<file path="config.mk">
export PLATFORM = sky130hd
export DESIGN_NAME = mio_bus_responder
export DESIGN_NICKNAME = d
export VERILOG_FILES = /design/src/rtl/mio_bus_responder.sv
export SDC_FILE = /design/constraint.sdc
export NUM_CORES = 1
export LEC_CHECK = 0
export ABC_CLOCK_PERIOD_IN_PS = 5800
export BUFFER_PORTS_ARGS = -buffer_cell sky130_fd_sc_hd__buf_4
export CELL_PAD_IN_SITES_DETAIL_PLACEMENT = 0
export CELL_PAD_IN_SITES_GLOBAL_PLACEMENT = 1
export CORE_ASPECT_RATIO = 1.4
export CORE_UTILIZATION = 38
export CTS_CLUSTER_DIAMETER = 60
export DETAILED_ROUTE_END_ITERATION = 8
export GPL_ROUTABILITY_DRIVEN = 0
export GPL_TIMING_DRIVEN = 1
export PLACE_DENSITY = 0.94
export SETUP_SLACK_MARGIN = 0.15
export SYNTH_ARGS = -nofsm -noshare
export SYNTH_HDL_FRONTEND = slang
export SYNTH_SLANG_ARGS = --single-unit
export TNS_END_PERCENT = 1
</file>
<file path="constraint.sdc">
create_clock -name clk -period 5.8 [get_ports clk]
set_input_delay 0.29 -clock clk [delete_from_list [all_inputs] [get_ports clk]]
set_output_delay 0.29 -clock clk [all_outputs]
set_load 0.005 [all_outputs]
</file>
<file path="src/rtl/mio_bus_responder.sv">
// CPU-side memory/IO responder: one word request at a time, decoded into an external
// synchronous-read RAM, an LED register, the board switches and a free-running counter.
module mio_bus_responder #(
  parameter int RAM_AW   = 10,
  parameter int RAM_WAIT = 1
) (
  input  logic              clk,
  input  logic              rst,
  input  logic              CPU_MIO,
  input  logic              MemRW,
  input  logic [31:0]       addr_bus,
  input  logic [31:0]       Data_write,
  output logic [31:0]       Data_read,
  output logic              MIO_ready,
  output logic [RAM_AW-1:0] ram_addr,
  output logic [31:0]       ram_din,
  output logic              ram_we,
  input  logic [31:0]       ram_dout,
  input  logic [15:0]       sw,
  output logic [15:0]       led
);

  typedef enum logic [1:0] {
    IDLE,
    ACCESS,
    WAIT,
    RESP
  } state_t;

  localparam logic [3:0] WAIT_LAST = 4'(RAM_WAIT - 1);

  state_t            state;
  state_t            state_next;

  logic [3:0]        req_region;
  logic [RAM_AW-1:0] req_word;
  logic [31:0]       req_data;
  logic              req_write;

  logic [31:0]       counter;
  logic [3:0]        wait_cnt;
  logic              wait_done;
  logic              accept;

  logic              sel_ram;
  logic              sel_led;
  logic              sel_sw;
  logic              sel_cnt;
  logic [31:0]       periph_rdata;

  // Only the region nibble and the word index are ever looked at again.
  logic              unused_addr;
  assign unused_addr = ^{addr_bus[27:RAM_AW+2], addr_bus[1:0]};

  assign accept    = (state == IDLE) && CPU_MIO;
  assign wait_done = (wait_cnt == WAIT_LAST);

  assign sel_ram = (req_region == 4'h0);
  assign sel_led = (req_region == 4'hE);
  assign sel_sw  = (req_region == 4'hF) && !req_word[0];
  assign sel_cnt = (req_region == 4'hF) &&  req_word[0];

  assign ram_addr = req_word;
  assign ram_din  = req_data;

  always_ff @(posedge clk) begin
    if (rst) begin
      state <= IDLE;
    end else begin
      state <= state_next;
    end
  end

  always_comb begin
    state_next = state;
    case (state)
      IDLE:    if (CPU_MIO) state_next = ACCESS;
      ACCESS:  state_next = (sel_ram && !req_write) ? WAIT : RESP;
      WAIT:    if (wait_done) state_next = RESP;
      RESP:    state_next = IDLE;
      default: state_next = IDLE;
    endcase
  end

  // The RAM write strobe is masked by rst so a store aborted in ACCESS never lands.
  always_comb begin
    MIO_ready = 1'b0;
    ram_we    = 1'b0;
    if (state == RESP) begin
      MIO_ready = 1'b1;
    end
    if ((state == ACCESS) && req_write && sel_ram && !rst) begin
      ram_we = 1'b1;
    end
  end

  always_ff @(posedge clk) begin
    if (rst) begin
      req_region <= 4'h0;
      req_word   <= '0;
      req_data   <= 32'h0;
      req_write  <= 1'b0;
    end else if (accept) begin
      req_region <= addr_bus[31:28];
      req_word   <= addr_bus[RAM_AW+1:2];
      req_data   <= Data_write;
      req_write  <= MemRW;
    end
  end

  always_ff @(posedge clk) begin
    if (rst) begin
      wait_cnt <= 4'h0;
    end else if (state == ACCESS) begin
      wait_cnt <= 4'h0;
    end else if ((state == WAIT) && !wait_done) begin
      wait_cnt <= wait_cnt + 4'h1;
    end
  end

  always_ff @(posedge clk) begin
    if (rst) begin
      counter <= 32'h0;
    end else if ((state == ACCESS) && req_write && sel_cnt) begin
      counter <= req_data;
    end else begin
      counter <= counter + 32'h1;
    end
  end

  always_ff @(posedge clk) begin
    if (rst) begin
      led <= 16'h0;
    end else if ((state == ACCESS) && req_write && sel_led) begin
      led <= req_data[15:0];
    end
  end

  always_comb begin
    periph_rdata = 32'h0;
    if (sel_led) begin
      periph_rdata = {16'h0, led};
    end else if (sel_sw) begin
      periph_rdata = {16'h0, sw};
    end else if (sel_cnt) begin
      periph_rdata = counter;
    end
  end

  // Peripheral reads capture in ACCESS; RAM reads capture on the last WAIT cycle.
  always_ff @(posedge clk) begin
    if (rst) begin
      Data_read <= 32'h0;
    end else if ((state == ACCESS) && !req_write && !sel_ram) begin
      Data_read <= periph_rdata;
    end else if ((state == WAIT) && wait_done) begin
      Data_read <= ram_dout;
    end
  end

endmodule

</file>
## Yosys cells after proc, flatten, opt, wreduce, memory -nomap -nowiden

Cells that the tools add are included.

- Add/sub/neg operators: 2
- Multipliers: 0
- Div/mod/pow operators: 0
- Order comparisons: 0
- Equal/unequal tests: 7
- Shift-type cells: 0
- Mux-type cells: 12
- Bitwise operators: 0
- Reductions and logical operators: 24

Operator list:

| cell | number |
|---|---|
| $mux 32 | 6 |
| $add 32x1->32 const B | 1 |
| $logic_and 1x1->1 | 13 |
| $eq 4x4->1 const B | 2 |
| $logic_not 4->1 | 2 |
| $pmux 2 s4 | 1 |
| $logic_not 1->1 | 5 |
| $add 4x1->4 const B | 1 |
| $eq 2x2->1 const B | 2 |
| $mux 2 | 2 |
| $ne 2x2->1 const B | 2 |
| $mux 1 | 3 |
| $eq 2x1->1 const B | 1 |
| $logic_not 2->1 | 1 |
| $reduce_and 2->1 | 1 |
| $reduce_bool 2->1 | 1 |
| $reduce_or 2->1 | 1 |

- Register bits after elaboration: 133
- Latch bits: 0
- Bits in writable memories: 0
- ROM bits: 0
- Input bits: 116
- Output and inout port bits: 92
- Word-level logic and storage cells: 54
- Memories kept: 0

## Depth between registers and ports, before layout

Gate-level depths: netlist of the first run.

- Depth after elaboration: 6
- Mapped depth: 9
- Mapped depth without buffers: 7

## Worst setup path after synthesis of the first run

No wires, ideal clock.

- Path kind: register -> register
- Start point: register state[1]
- End point: register counter[0]
- Setup time: 0.086 ns
- Arrival time: 1.738 ns
- Data required time: 5.714 ns
- Setup slack: 3.977 ns
- Cell stages (with the launch flop): 9
- Path buffers: 3
- Period minus slack after synthesis: 1.823 ns
- Cells stage by stage: dfxtp_1 -> inv_1 -> ha_1 -> buf_2 -> nand2_1 -> or3_1 -> clkbuf_1 -> clkbuf_1 -> a211oi_1

- Word-level cells in the longest chain between the ends: 4

Ends and longest elaborated chain:

| element | line | source |
|---|---|---|
| start: declaration | 32 | `state_t state;` |
| start signal: assignment | 70 | `state <= state_next;` |
| $eq 2x1->1 | 124 | `end else if ((state == ACCESS) && req_write && sel_cnt) begin` |
| $logic_and 1x1->1 (2 in a row) | 124 |  |
| $mux 32 | 124 |  |
| end signal: assignment | 125 | `counter <= req_data;` |
| end signal: assignment | 127 | `counter <= counter + 32'h1;` |
| end: declaration | 40 | `logic [31:0] counter;` |

Every way passes these cells.
A chain may end at the register's enable or synchronous reset.

## Worst setup path in the final report of the first run

- Start point: register state[0]
- End point: register Data_read[15]

- Word-level cells in the longest chain between the ends: 4
- Elaborated cells between the ends (all ways): 7
- Those cells by class: eq/ne: 2; mux: 1; reduce/logical: 4

Ends and longest elaborated chain:

| element | line | source |
|---|---|---|
| $eq 2x1->1 | 154 | `end else if ((state == ACCESS) && !req_write && !sel_ram) begin` |
| $logic_and 1x1->1 (2 in a row) | 154 |  |
| $mux 32 or $reduce_bool 2->1 (tied branches) | -- |  |
| end signal: assignment | 155 | `Data_read <= periph_rdata;` |
| end signal: assignment | 157 | `Data_read <= ram_dout;` |
| end: declaration | 13 | `output logic [31:0] Data_read,` |

Parallel ways exist; a longest one is shown, timed or not.

==> flow_summary_export.csv, run 1 <==
group,metric,value,unit
global_route,antenna_found_initial,0,
synthesis,seq_area_frac_synth,44.22,%
layout,diodes,0,
worst_hold_path,hold_path_depth,3,
pwr,irDropWorstVdd,0.0001895,V
route,first_pass_iters,5,
die,fp.dieArea,0.01636,sq mm
synthesis,syn_area,0.006021,sq mm
worst_hold_path,min_path_type,"in2reg",
timing,finalHoldViolations,0,
global_route,first_global_vias,5565,
setup_path,required,6.08,ns
setup_path,crit_type,"reg2reg",
route,via_count,5772,
die,rows,54,
synthesis,synth.distinct_cells,43,
global_route,grt_usage,23.00,%
layout,fin_area,0.008103,sq mm
synthesis,yosysWarnings,0,
clock_network,clk_latency,0.41,ns
setup_path,r2r-end,"Data_read[15]",
timing,min_period,2.813,ns
die,core,0.01554,sq mm
synthesis,synth_cells,745,
synthesis,synth_edf_count,0,
clock_network,numCtsBuffers,17,
timing,worstMarginPinSlew,1.147,ns
timing,setup_violations,0,
setup_path,r2r_slack,2.99,ns
synthesis,synthTopCellsByArea,"dfxtp_1 44%, nand2_1 9.2%, a21oi_1 6.8%",
setup_path,start_kind,"flop",
place,hpwl,12910,microns
route,drc,0,
clock_network,cts_tree,"built",
route,wl_per_cell,16.57,microns
pwr,total_power,3.202,mW
clock_network,cts_sinks,133,
setup_path,endpoint_kind,"flop",
timing,finalSetupTns,0,ns
outcome,status,"finished, final reports clean",
global_route,grt_max_degree,68,
clock_network,htree_num_levels,4,
setup_path,crit_fanout,21,
setup_path,r2r-start,"state[0]",
global_route,grt_pass1_wl,28940,microns
synthesis,synthFlopType,"dfxtp_1",
clock_network,post_cts_resized,0,
die,start_util,38.74,%
route,routed_via_density,5.186,
route,ant_nets,0,
die,fp.dieH,150.9,microns
timing,period_share,48.50,%
global_route,overflow,0,
worst_hold_path,hp-start,"addr_bus[4]",
place,io_buffers,189,
synthesis,synthArstFlopShare,0,%
layout,area_growth_syn_to_layout,34.58,%
synthesis,synth_top_area_share,44.22,%
setup_path,cp_data_arrival_time,3.09,ns
pwr,power_density,395.1,mW/mm^2
setup_path,ff2ff_path_depth,6,
worst_hold_path,min_to,"ram_addr[2]",
clock_network,cts-root-buf,"clkbuf_16",
die,chipWidth,108.4,microns
clock_network,path_clk_slew,0.06,ns
flow_run,cap_viol_max_count,0,
synthesis,ys_ff_latch,133,
place,dpl_cell_area,0.007505,sq mm
synthesis,synth_fp_nets,869,
timing,rsz0062_at_grt,"false",
timing,worst_clock_skew,0.009625,ns
timing,timing.fmax,355.5,MHz
layout,drive_gt1_share,27.81,%
route,dr.first_iter.drc_count,324,
pwr,power_leakage,3.507,nW
die,pin_count,208,
clock_network,post-cts-setup-buffers,0,
synthesis,synth_area_leader_cell,"dfxtp_1",
clock_network,ctsHoldBuffers,0,
layout,final_nets,1029,
clock_network,cts_max_path_buffers,2,
timing,drv_slew,0,
route,drt-total-wl,18450,microns
layout,fillers,1511,
synthesis,syn_area_per_cell,8.082,sq um
timing,timing.slew.headroom,23.11,%
-- how the worst max path moves through the flow --
stage	from	to	cells after the start
after global routing	state[0]	Data_read[15]	6
after floorplan	state[1]	counter[0]	8
after CTS	state[0]	Data_read[15]	6
final	state[0]	Data_read[15]	6
after detailed placement	state[0]	Data_read[15]	6
after global placement	state[0]	Data_read[15]	6
-- worst max-delay path, cell delays in order, from the launching register on --
cell and delay, ns:
dfxtp_1 0.33, inv_1 0.14, ha_1 0.66, nand2_1 0.61, buf_4 0.40, mux2i_1 0.14
a2111oi_0 0.40
-- layout by cell type (no fill, tap or decap), drive strengths merged, types with 2 or more instances in the layout --
master    netlist  final
clkbuf         37     19
mux2i           5      5
nand2         148    148
nand3          17     17
clkinv          0      6
nand2b          2      2
inv             9     10
nor2b           2      2
bufinv          0      3
ha              8      8
a211oi         41     41
o21ai           7      7
nor2           87     87
nor3           27     27
buf            15    193
nor4           18     18
dfxtp         133    133
xnor2          11     11
clkinvlp        0      2
and3           21     21
or3             2      2
a2bb2oi        16     16
a21oi          82     82
nand4          10     10
and2            3      3
mux2           16     16
xor2           19     19
-- cell type report --
type | count | area (sq um) | share of cell area (%)
timing repair buffer | 193 | 1449 | 17.88
clock buffer | 19 | 442.9 | 5.466
tap | 196 | 245.2 | 3.027
sequential | 133 | 2663 | 32.86
clock inverter | 12 | 155.1 | 1.915
inverter | 9 | 33.78 | 0.4169
multi-input combinational | 551 | 3114 | 38.43
-- kinds of logic after synthesis --
family	count (synthesis)	synth area share, %
AND/OR/NAND/NOR	341	26.14
adder cells (fa/ha/maj)	8	1.663
flip-flops	133	44.22
XOR/XNOR	30	4.364
buffers and inverters	61	4.219
AO/OA/AOI/OAI	151	15.57
multiplexers	21	3.824
-- cell usage after synthesis, drive strengths merged (5+ instances only) --
cell	count
mux2i	5
xor2	19
mux2	16
nand4	10
a211oi	41
o21ai	7
xnor2	11
nor4	18
dfxtp	133
nand2	148
a2bb2oi	16
nor3	27
nor2	87
ha	8
a21oi	82
inv	9
clkbuf	37
buf	15
and3	21
nand3	17
-- report_power, final --
part	internal (mW)	switching [mW]	leakage [nW]	total, mW
registers	1.07	0.127	1.08	1.20
clock network	0.686	0.406	0.289	1.09
logic	0.437	0.473	2.13	0.910
total	2.20	1.01	3.51	3.20
-- per-layer routing --
metal / share of wire (%) / global-route usage [%] / up-vias
met1: 43 / 28.85 / 2673
met2: 50 / 38.69 / 161
li1: - / - / 2908
met3: 4.9 / 4.819 / 30
met4: 2.4 / 8.311 / 0
met5: 0 / 0 / -
-- registers in the layout (all words and copies together) (netlist names) --
name,count
wait_cnt,4
counter,32
req_region,4
led,16
Data_read,32
ram_din,32
ram_addr,10
req_write,1
state,2
-- through the flow --
step / setup WS (ns) / utilization (%) / instances / hold slack, ns
floorplan: 3.977 / - / 745 / 0.4260
global placement: 3.090 / 48.29 / 1082 / 0.4436
detailed placement: 2.986 / 48.29 / 1082 / 0.4471
CTS: 2.982 / 52.14 / 1113 / 0.1112
global route: 2.740 / 52.14 / 1113 / 0.1152
finish: 2.987 / 52.14 / 1113 / 0.1244
Power figures use the tool's default switching activity.
==> run 2, diff against run 1 <==
Settings changed: ABC_CLOCK_PERIOD_IN_PS 5800 to 2710, CORE_UTILIZATION 38 to 36, PLACE_DENSITY 0.94 to 0.9.
Clock period 5.8 ns to 2.71 ns, I/O delays scaled along.
==> run 2 against run 1 <==
  * The flow now finishes with violations (design-rule violations)
  * Wire length up 4.4%
  * Clock skew down 0.0037 ns
  * Worst setup slack worse by 2.6 ns
  * Hold slack worse by 0.036 ns
  * Design area up 6.0%
  * Critical path type unchanged
==> flow_summary_export.csv, run 2 (synthesized netlist as in run 1, its figures left out) <==
group,metric,value,unit
layout,area_growth_syn_to_layout,42.66,%
timing,drv_slew,0,
place,hpwl,13510,microns
route,wl_per_cell,16.45,microns
route,ant_nets,0,
setup_path,worst-path-buf-inv,1,
route,first_pass_iters,7,
timing,setup_violations,0,
global_route,grt_max_degree,61,
clock_network,cts_max_path_buffers,2,
layout,fin_area,0.008589,sq mm
place,io_buffers,189,
setup_path,crit_type,"reg2reg",
setup_path,start_kind,"flop",
setup_path,cp_data_arrival_time,2.58,ns
setup_path,endpoint_kind,"flop",
pwr,irDropWorstVdd,0.0003663,V
layout,final_cell_mix,"199 x buf_4, 147 x nand2_1, 133 x dfxtp_1",
clock_network,cts-root-buf,"clkbuf_16",
die,chipWidth,111.3,microns
setup_path,crit_family,"simple AND/OR/NAND/NOR gates",
timing,timing.fmax,433.8,MHz
die,rows,55,
global_route,first_global_vias,5835,
flow_run,cap_viol_max_count,0,
timing,timing.slew.headroom,48.67,%
setup_path,required,2.98,ns
timing,worstMarginPinSlew,0.7678,ns
outcome,violations,"design-rule violations",
timing,worst_clock_skew,0.005955,ns
clock_network,numCtsBuffers,17,
route,drt-total-wl,19270,microns
route,routed_via_density,5.118,
layout,diodes,0,
place,dpl_cell_area,0.007614,sq mm
global_route,grt_usage,22.54,%
pwr,power_density,771.6,mW/mm^2
timing,finalHoldViolations,0,
clock_network,path_clk_slew,0.05,ns
clock_network,cts_tree,"built",
timing,finalSetupTns,0,ns
setup_path,critPathMaxStageDelay,0.77,ns
setup_path,critPathSlowestCell,"or3_2",
die,fp.dieH,155.0,microns
timing,min_period,2.305,ns
timing,period_share,85.06,%
die,core,0.01624,sq mm
clock_network,cts_sinks,133,
clock_network,clk_latency,0.42,ns
timing,rsz0062_at_grt,"false",
route,drc,14,
pwr,power_leakage,3.718,nW
global_route,grt_pass1_wl,30530,microns
outcome,status,"complete, but fails checks",
setup_path,path_cells,"inv_1, ha_1, nand2_1, or3_2, and3_1, a21oi_1, o22ai_1",
layout,final_nets,1085,
layout,drive_gt1_share,26.65,%
clock_network,post-cts-setup-buffers,0,
setup_path,crit_fanout,26,
route,dr.first_iter.drc_count,358,
clock_network,htree_num_levels,4,
global_route,antenna_found_initial,0,
die,start_util,37.07,%
route,via_count,5993,
worst_hold_path,min_path_type,"in2reg",
die,fp.dieArea,0.01725,sq mm
global_route,overflow,0,
die,pin_count,208,
layout,mostFrequentLayoutCell,"buf_4",
## run 2: changes by cell type in the layout (fill, tap and decap cells not counted), sizes merged
cell         change
buf              +9
clkbuf           +6
clkinvlp         -1
dlygate4sd3     +47
bufinv           -3
clkinv           -2
inv              -1
## run 2: cell type report
cell class / count / area (sq um)
repair buffers: 249 / 2024
well taps: 199 / 249.0
fillers: 1576 / 7651
clock inverters: 5 / 27.53
clock buffers: 25 / 475.5
flip-flops and latches: 133 / 2663
inverters: 9 / 33.78
multi-input cells: 551 / 3117
## run 2: power breakdown
group	internal (mW)	switching [mW]
combinational	1.02	1.06
clock	1.20	0.805
sequential	2.30	0.252
total	4.51	2.11
## run 2: routing by layer
layer / vias to the layer above / share of wire, % / GRT usage (%)
met2: 172 / 50 / 39.14
met5: - / 0 / 0
met4: 0 / 2.7 / 9.459
met3: 34 / 4.5 / 4.324
met1: 2775 / 43 / 27.19
li1: 3012 / - / -
## run 2: what timing repair did
| action | CTS | global route |
|---|---|---|
| setup endpoints to repair | 0 | 7 |
| endpoints found under the hold margin | 47 | 0 |
| hold buffers | 47 | 0 |
| gates resized for setup | 0 | 1 |
## run 2: path summary, 6_finish.rpt
path | cells after the start | from | endpoint | slack [ns]
worst min-delay path | 3 | ram_dout[15] | Data_read[15] | 0.09
worst min register to register | 2 | ram_addr[7] | ram_addr[7] | 0.46
worst max register to register | 7 | state[1] | counter[31] | 0.40
worst max-delay path | 7 | state[1] | counter[31] | 0.40
## run 2: stage by stage
stage	total power [mW]	setup slack, ns	util [%]	hold slack (ns)	std cells
2_1_floorplan	3.680	0.8867	-	0.2715	745
3_3_place_gp	4.589	0.4145	46.88	0.3818	1094
3_5_place_dp	4.611	0.3979	46.88	0.3914	1094
4_1_cts	6.674	0.3789	52.87	0.07405	1171
5_1_grt	7.030	0.1653	52.89	0.1410	1171
6_report	6.627	0.4048	52.89	0.08825	1171
## run 2: tightest hold or removal path: cells and delay by family
family                 cells  cell delay, ns
buffers and inverters      1            0.11
multiplexers               1            0.11
AO/OA/AOI/OAI              1            0.10
==> run 3, diff against run 2 <==
Settings changed: ABC_AREA set to 1, PLACE_DENSITY 0.9 to 0.91.
==> run 3 against run 2 <==
  * The run now ends clean
  * Design area rose by 7.4%
  * Combinational power rose by 3%
  * Final cell count rose by 22%
  * Area after synthesis grew 10%
  * Sequential share of layout area shrank 2.1 points
  * Register-to-register slack better by 0.13 ns
  * Die area increased by 10%
  * Total power rose by 8.3%
==> flow_summary_export.csv, run 3 <==
group,metric,value,unit
layout,final_cell_mix,"200 x buf_4, 171 x nor2_1, 139 x nand2_1",
die,core,0.01800,sq mm
place,pre_cts_slack,0.5904,ns
global_route,grt_pass1_wl,32860,microns
timing,setup_violations,0,
setup_path,endpoint_kind,"flop",
place,dpl_cell_area,0.008194,sq mm
timing,timing.slew.headroom,33.59,%
layout,fin_area,0.009228,sq mm
global_route,grt_max_degree,72,
die,chipWidth,116.9,microns
clock_network,numCtsBuffers,17,
synthesis,syn_area_per_cell,6.830,sq um
synthesis,synthMuxAreaShare,0,%
route,ant_nets,0,
synthesis,synth_edf_count,0,
pwr,power_leakage,4.154,nW
die,fp.dieArea,0.01904,sq mm
timing,worst_clock_skew,0.007055,ns
route,wl_per_cell,14.53,microns
layout,fillers,1857,
route,met2_length,10440,microns
synthesis,synth_area_leader_cell,"dfxtp_1",
pwr,irDropWorstVdd,0.0004156,V
timing,finalHoldViolations,0,
synthesis,ys_top_cells_by_count,"171 x nor2_1, 139 x nand2_1, 133 x dfxtp_1, 128 x o21ai_0, 95 x inv_1",
global_route,grt_usage,22.51,%
timing,period_share,80.27,%
timing,rsz0062_at_grt,"false",
clock_network,clk_latency,0.43,ns
clock_network,post_cts_resized,0,
synthesis,synth_cells,974,
synthesis,synth_top_area_share,40.02,%
global_route,overflow,0,
worst_hold_path,min_path_type,"in2reg",
die,start_util,36.96,%
place,hpwl,15040,microns
die,rows,58,
route,drt-total-wl,20830,microns
route,routed_via_density,4.822,
synthesis,ys_ff_latch,133,
route,via_count,6910,
timing,timing.fmax,459.7,MHz
timing,fin_ws,0.5346,ns
layout,diodes,0,
synthesis,synthFlopType,"dfxtp_1",
clock_network,cts_tree,"built",
synthesis,synth-simple-area-share,27.18,%
synthesis,seq_area_frac_synth,40.02,%
route,highest_layer,"met4",
synthesis,yosysWarnings,0,
layout,final_nets,1306,
clock_network,path_clk_slew,0.06,ns
global_route,first_global_vias,6560,
route,dr_wl_met3,1036,microns
timing,worstMarginPinSlew,0.9962,ns
global_route,antenna_found_initial,0,
timing,drv_slew,0,
synthesis,synthTopCellsByArea,"dfxtp_1 40%, nor2_1 9.6%, o21ai_0 9.6%",
clock_network,cts_sinks,133,
clock_network,cts_max_path_buffers,2,
route,dr.first_iter.drc_count,315,
synthesis,synth_xor_area_share,1.185,%
synthesis,synth_top_family_by_area,"simple AND/OR/NAND/NOR gates",
setup_path,crit_fanout,32,
synthesis,synth_fp_nets,1098,
flow_run,cap_viol_max_count,0,
place,io_buffers,189,
synthesis,synth.distinct_cells,30,
outcome,status,"finished, final reports clean",
layout,multi_input_area,0.003342,sq mm
pwr,power_density,778.0,mW/mm^2
clock_network,htree_num_levels,4,
timing,finalSetupTns,0,ns
layout,seq_area,0.002663,sq mm
synthesis,synth_compound_area_share,20.29,%
timing,min_period,2.175,ns
setup_path,cp_data_arrival_time,2.54,ns
synthesis,synth-adder-area-share,1.505,%
synthesis,syn_area,0.006653,sq mm
route,m1WireLength,8737,microns
layout,area_growth_syn_to_layout,38.71,%
layout,drive_gt1_share,21.46,%
setup_path,required,3.07,ns
route,first_pass_iters,7,
synthesis,yosysMostFrequentCell,"nor2_1",
clock_network,cts-root-buf,"clkbuf_16",
route,drc,0,
setup_path,start_kind,"flop",
layout,mostFrequentLayoutCell,"buf_4",
die,fp.dieH,162.8,microns
synthesis,synthArstFlopShare,0,%
setup_path,crit_type,"reg2reg",
die,pin_count,208,
run 3: changes by cell type in the layout (fill, tap and decap cells not counted), sizes merged, moves of 13 or more:
cell     previous run  this run
o21ai               7       162
xor2               19         6
mux2               16         0
o21bai              0        18
a21oi              82        51
a211oi             41         2
nor4               18         0
nor2               87       175
nand3              17        91
a2bb2oi            16         0
nor3               27         2
and3               21         0
o21a                0        17
inv                 9        96
run 3: critical path, stage by stage, from the launching register on:
cell,delay (ns)
dfxtp_1,0.32
inv_1,0.14
ha_1,0.24
nand3_2,0.45
nand2_2,0.63
o21ai_0,0.17
a21oi_1,0.14
run 3: cells by family (layout without fill, tap and decap cells):
kind of cell | count (synthesis) | after routing
simple gates | 419 | 419
buf+inv | 154 | 373
compound gates | 251 | 251
xor+xnor | 9 | 9
flops | 133 | 133
fa+ha+maj | 8 | 8
run 3: report_power, final:
part,total [mW],internal (mW),switching [mW]
clock network,2.33,1.46,0.866
logic,2.13,1.04,1.09
registers,2.72,2.39,0.337
total,7.18,4.89,2.29
run 3: metrics by stage:
step	util, %	power, mW	hold slack [ns]	cells
2_1_floorplan	-	3.784	0.2046	974
3_3_place_gp	45.53	4.797	0.3782	1359
3_5_place_dp	45.53	4.841	0.3851	1359
4_1_cts	51.27	7.223	0.005693	1433
5_1_grt	51.27	7.616	0.03832	1433
6_report	51.27	7.179	0.01602	1433
run 3: layer usage:
metal  vias to the layer above  track usage, %
li1                       3581               -
met1                      3093           26.67
met2                       194           39.08
met3                        42           4.578
met4                         0           9.091
met5                         -               0
run 3: layout make-up:
type                    count  area share [%]
clock buffers              22           5.356
clock inverters             8           1.071
inverters                  98           3.986
multi-input cells         687           36.22
flip-flops and latches    133           28.85
well taps                 240           3.254
repair buffers            245           21.26
run 3: worst paths after layout:
path	cells past startpoint	endpoint	startpoint	slack (ns)
setup / recovery	6	Data_read[9]	state[1]	0.53
hold / removal	3	Data_read[2]	ram_dout[2]	0.02
setup reg to reg	6	Data_read[9]	state[1]	0.53
hold reg to reg	2	led[8]	led[8]	0.48
run 3: what timing repair did:
| item | in CTS | in global routing |
|---|---|---|
| hold buffers | 44 | 0 |
| setup endpoints to repair | 0 | 0 |
| buffers inserted | 0 | 0 |
| endpoints found under the hold margin | 46 | 0 |
